[src/rtl/intersection_scheduler.sv]
// Two-road intersection phase sequencer with pedestrian walk phase and a shared countdown.
// Optional night-flash mode is compiled in with the NIGHT_FLASH_EN macro.
module intersection_scheduler #(
    parameter int CNT_W = 7,
    parameter int MAX_T = 99
) (
    input  logic             clock,
    input  logic             reset,
    input  logic             tick,
    input  logic             set_mode,
    input  logic [CNT_W-1:0] t_green,
    input  logic [CNT_W-1:0] t_yellow,
    input  logic [CNT_W-1:0] t_allred,
    input  logic [CNT_W-1:0] t_walk,
    input  logic             side_car,
    input  logic             ped_req,
    input  logic             night,
    output logic [2:0]       main_ryg,
    output logic [2:0]       side_ryg,
    output logic             walk,
    output logic [CNT_W-1:0] count,
    output logic [2:0]       phase
);

    typedef enum logic [2:0] {
        ST_MG    = 3'd0,
        ST_MY    = 3'd1,
        ST_AR1   = 3'd2,
        ST_WALK  = 3'd3,
        ST_SG    = 3'd4,
        ST_SY    = 3'd5,
        ST_AR2   = 3'd6,
        ST_FLASH = 3'd7
    } state_t;

    localparam logic [CNT_W-1:0] MAX_C = CNT_W'(MAX_T);
    localparam logic [CNT_W-1:0] ONE_C = CNT_W'(1);

    function automatic logic [CNT_W-1:0] clamp_dur(input logic [CNT_W-1:0] d);
        if (d == '0)
            return ONE_C;
        else if (d > MAX_C)
            return MAX_C;
        else
            return d;
    endfunction

    state_t           state_reg, state_next, end_state;
    logic [CNT_W-1:0] count_reg, count_next;
    logic             side_pend_reg, side_pend_next;
    logic             ped_pend_reg, ped_pend_next;
    logic [CNT_W-1:0] dur_green, dur_yellow, dur_allred, dur_walk;
    logic [CNT_W-1:0] dur_cur, dur_end;

`ifdef NIGHT_FLASH_EN
    logic flash_reg, flash_next;
`else
    logic unused_night;
    assign unused_night = night;
`endif

    assign dur_green  = clamp_dur(t_green);
    assign dur_yellow = clamp_dur(t_yellow);
    assign dur_allred = clamp_dur(t_allred);
    assign dur_walk   = clamp_dur(t_walk);

    // Phase that follows the current one when its countdown expires.
    always_comb begin
        end_state = state_reg;
        case (state_reg)
            ST_MG:   end_state = (side_pend_reg || ped_pend_reg) ? ST_MY : ST_MG;
            ST_MY:   end_state = ST_AR1;
            ST_AR1:  end_state = ped_pend_reg ? ST_WALK : ST_SG;
            ST_WALK: end_state = side_pend_reg ? ST_SG : ST_AR2;
            ST_SG:   end_state = ST_SY;
            ST_SY:   end_state = ST_AR2;
            ST_AR2:  end_state = ST_MG;
            default: end_state = state_reg;
        endcase
    end

    always_comb begin
        dur_cur = '0;
        case (state_reg)
            ST_MG, ST_SG:   dur_cur = dur_green;
            ST_MY, ST_SY:   dur_cur = dur_yellow;
            ST_AR1, ST_AR2: dur_cur = dur_allred;
            ST_WALK:        dur_cur = dur_walk;
            default:        dur_cur = '0;
        endcase
    end

    always_comb begin
        dur_end = '0;
        case (end_state)
            ST_MG, ST_SG:   dur_end = dur_green;
            ST_MY, ST_SY:   dur_end = dur_yellow;
            ST_AR1, ST_AR2: dur_end = dur_allred;
            ST_WALK:        dur_end = dur_walk;
            default:        dur_end = '0;
        endcase
    end

    always_comb begin
        state_next = state_reg;
        count_next = count_reg;
`ifdef NIGHT_FLASH_EN
        flash_next = flash_reg;
`endif
        if (!set_mode) begin
`ifdef NIGHT_FLASH_EN
            if (state_reg == ST_FLASH) begin
                if (!night) begin
                    state_next = ST_AR2;
                    count_next = dur_allred;
                end else if (tick) begin
                    flash_next = !flash_reg;
                end
            end else if (night) begin
                state_next = ST_FLASH;
                count_next = '0;
                flash_next = 1'b1;
            end else
`endif
            // A zero count only occurs after reset: load without waiting for a tick.
            if (count_reg == '0) begin
                count_next = dur_cur;
            end else if (tick) begin
                if (count_reg > ONE_C) begin
                    count_next = count_reg - ONE_C;
                end else begin
                    state_next = end_state;
                    count_next = dur_end;
                end
            end
        end
    end

    // Requests always latch; a simultaneous clear loses to the set.
    always_comb begin
        side_pend_next = side_car |
            (side_pend_reg & ~((state_next == ST_SG) && (state_reg != ST_SG)));
        ped_pend_next  = ped_req |
            (ped_pend_reg & ~((state_reg == ST_WALK) && (state_next != ST_WALK)));
    end

    always_ff @(posedge clock or posedge reset) begin
        if (reset) begin
            state_reg     <= ST_MG;
            count_reg     <= '0;
            side_pend_reg <= 1'b0;
            ped_pend_reg  <= 1'b0;
`ifdef NIGHT_FLASH_EN
            flash_reg     <= 1'b0;
`endif
        end else begin
            state_reg     <= state_next;
            count_reg     <= count_next;
            side_pend_reg <= side_pend_next;
            ped_pend_reg  <= ped_pend_next;
`ifdef NIGHT_FLASH_EN
            flash_reg     <= flash_next;
`endif
        end
    end

    always_comb begin
        main_ryg = 3'b100;
        side_ryg = 3'b100;
        walk     = 1'b0;
        if (!set_mode) begin
            case (state_reg)
                ST_MG:   main_ryg = 3'b001;
                ST_MY:   main_ryg = 3'b010;
                ST_SG:   side_ryg = 3'b001;
                ST_SY:   side_ryg = 3'b010;
                ST_WALK: walk     = 1'b1;
`ifdef NIGHT_FLASH_EN
                ST_FLASH: begin
                    main_ryg = {1'b0, flash_reg, 1'b0};
                    side_ryg = {flash_reg, 2'b00};
                end
`endif
                default: ;
            endcase
        end
    end

    assign count = count_reg;
    assign phase = state_reg;

endmodule

[config.mk]
export PLATFORM = sky130hd
export DESIGN_NAME = intersection_scheduler
export DESIGN_NICKNAME = d
export VERILOG_FILES = /design/src/rtl/intersection_scheduler.sv
export SDC_FILE = /design/constraint.sdc
export NUM_CORES = 1
export LEC_CHECK = 0
export ABC_AREA = 0
export BUFFER_PORTS_ARGS = -buffer_cell sky130_fd_sc_hd__buf_2
export CORE_AREA = 2 2 63 65
export DETAILED_ROUTE_END_ITERATION = 16
export DIE_AREA = 0 0 65 67
export PLACE_DENSITY = 0.73
export SLEW_MARGIN = 20
export SYNTH_ARGS = -nofsm -noshare
export SYNTH_HDL_FRONTEND = slang
export SYNTH_SLANG_ARGS = --single-unit
[constraint.sdc]
create_clock -name clock -period 6.6 [get_ports clock]
set_input_delay 0 -clock clock [delete_from_list [all_inputs] [get_ports clock]]
set_output_delay 0 -clock clock [all_outputs]
set_load 0.01 [all_outputs]
==> results.json <==
{
  "drt_pass1_iterations": 4,
  "nFillCells": 368,
  "fmax_mhz": 391,
  "slowest_stage": "dfrtp_1",
  "root_buffer": "clkbuf_8",
  "grtUsageTotal_pct": 24.9,
  "path_clk_slew_ps": 50,
  "num_vias": 1862,
  "finClkSkew_ps": 1.54,
  "slew_headroom_pct": 31.4,
  "seq_area_sq_um": 300,
  "synth_warnings": 0,
  "crit_family": "compound AO/OA/AOI/OAI gates",
  "initial_core_util_pct": 44.4,
  "grt_util_met2_pct": 41.4,
  "final-setup-viol-count": 0,
  "die_h_um": 67,
  "place.gp.congestion": 0.979,
  "path_cells": "nor3_1 -> o21ai_0 -> nand2_1 -> a21o_1 -> a221o_1",
  "min_period_ps": 2550,
  "endpoint_kind": "flop",
  "post-route-period-util_pct": 38.7,
  "yosys.area.top_type": "dfrtp_1",
  "critical_path.max_stage_delay_ps": 1020,
  "cts_buffer_depth": 2,
  "multi_input_area_sq_mm": 0.00120,
  "synth_edf_count": 0,
  "core_sq_mm": 0.00361,
  "wirelength_mm": 4.91,
  "path_max_fanout": 34,
  "fin_nets": 291,
  "status": "finished clean",
  "largest_register_ffs": 7,
  "p_leak_nw": 0.797,
  "synth_top_area_share_pct": 18.8,
  "peakVddDrop_mv": 0.157,
  "grt_max_degree": 35,
  "routed_via_density": 6.21,
  "grt_pass1_wl_mm": 8.36,
  "required_ps": 6730,
  "critical_path_buf_inv_count": 0,
  "ioPinCount": 52,
  "ys_ff_latch": 12,
  "port_buffers": 50,
  "drv_cap": 0,
  "grt_use_met3_pct": 1.86,
  "die_x_um": 65,
  "finalHoldViolCount": 0,
  "synth_top_flop_cell": "dfrtp_1",
  "use_met1_pct": 33.1,
  "synth_area_sq_mm": 0.00160,
  "yosysSeqAreaShare_pct": 18.8,
  "numCtsBuffers": 3,
  "start_kind": "flop",
  "grt_antenna_before_repair": 0,
  "num_rows": 22,
  "syn_inst": 205,
  "synthTopCellsByCount": "nor2_1, nand2_1, nand3_1",
  "tns_ps": 0,
  "grt_pass1_vias": 1717,
  "drc": 0,
  "worst_hold_path_type": "primary input to flop",
  "rsz0062_at_grt": "false",
  "die_area_sq_mm": 0.00436,
  "stdcell_count": 300,
  "clk_latency_ps": 240,
  "htreeDepth": 1,
  "grt_overflow_total": 0,
  "dp_worst_setup_slack_ps": 4080,
  "power.density_mw_per_mm2": 362,
  "clock-sinks": 12,
  "ant_nets": 0,
  "cp_data_arrival_time_ps": 2680,
  "top_usage_layer": "met2",
  "dpl.cell_count": 293,
  "ctsResizeCount": 0,
  "yosysMostFrequentCell": "nor2_1",
  "critical_path_class": "flop to flop",
  "synth.distinct_cells": 56,
  "avgSynthCellArea_sq_um": 7.81,
  "cts_tree": "yes",
  "synth_area_leaders": "dfrtp_1, nor2_1, mux4_2",
  "antenna_cells": 0,
  "wire_per_inst_um": 16.4,
  "worst_pin_slew_ps": 1030,
  "synthesis.nets": 243,
  "setup_ws_ps": 4050,
  "async_flop_share_pct": 100,
  "drive_above_1_share_pct": 29.0,
  "maxSlewViolCount": 0,
  "areaGrowthSynthToFinish_pct": 20.7,
  "hpwlAfterDp_mm": 3.78,
  "drtIter0Drc": 192
}
## final cells by class
| type | instances | share of cell area, % |
|---|---|---|
| tap | 48 | 3.11 |
| inverter | 9 | 1.75 |
| sequential | 12 | 15.5 |
| multi-input combinational | 174 | 62.2 |
| timing repair buffer | 53 | 14.5 |
| clock buffer | 4 | 2.85 |
## tightest hold or removal path: cells and delay by family
family          cells  cell delay (ps)
compound gates      2              240
buf+inv             1              100
## routing by layer
metal | vias to the layer above | share of wire [%] | wire length, um
met3 | 8 | 5.8 | 285
li1 | 903 | - | -
met5 | - | 0 | 0
met1 | 873 | 45 | 2190
met2 | 78 | 47 | 2330
met4 | 0 | 2.3 | 112
## repair_timing
item,in CTS,in global routing
endpoints found under the hold margin,14,0
setup buffers,0,0
hold buffers,3,0
## placed cells by master, fill, tap and decap left out, types with 7 or more instances in the layout
cell and instances:
nor2_1 19, o21ai_0 9, buf_2 50, nand2_1 15, nand3_1 13, nor2b_1 7, a21oi_1 7, nor3_1 11
inv_1 9, dfrtp_1 12
## stage by stage
stage               total power, mW  cell area [sq um]  hold slack (ps)  utilization, %
floorplan                     0.504               1600             -135               -
global placement              0.605               1840             37.7            51.0
detailed placement            0.614               1850             46.0            51.2
CTS                           0.698               1930              131            53.6
global route                  0.765               1930              166            53.6
finish                        0.699               1930              139            53.6
## cell families (layout without fill, tap and decap cells)
logic type                 count (synthesis)  in the layout  share of synthesized area [%]
AOI/OAI and AO/OA                         69             69                           32.1
adders and majority gates                  3              3                           2.35
buffers and inverters                     19             66                           6.49
DFF                                       12             12                           18.8
muxes                                      3              3                           4.22
and+or+nand+nor                           99             99                           36.0
## worst paths after layout
path	start	to	slack, ps	cells past startpoint
worst max-delay path	phase[0]$_DFF_PP0_	count[5]$_DFFE_PP0P_	4050	5
worst min-delay path	tick	count[3]$_DFFE_PP0P_	140	3
worst max register to register	phase[0]$_DFF_PP0_	count[5]$_DFFE_PP0P_	4050	5
worst min register to register	ped_pend_reg$_DFF_PP0_	ped_pend_reg$_DFF_PP0_	550	1
max in group asynchronous	reset	count[2]$_DFFE_PP0P_	5960	3
min in group asynchronous	reset	count[0]$_DFFE_PP0P_	320	3
## power by group
group	switching (mW)	internal, mW	total, mW
clock	0.0281	0.0528	0.0809
sequential	0.104	0.102	0.206
combinational	0.228	0.185	0.412
total	0.360	0.340	0.699
Power figures use the tool's default switching activity.
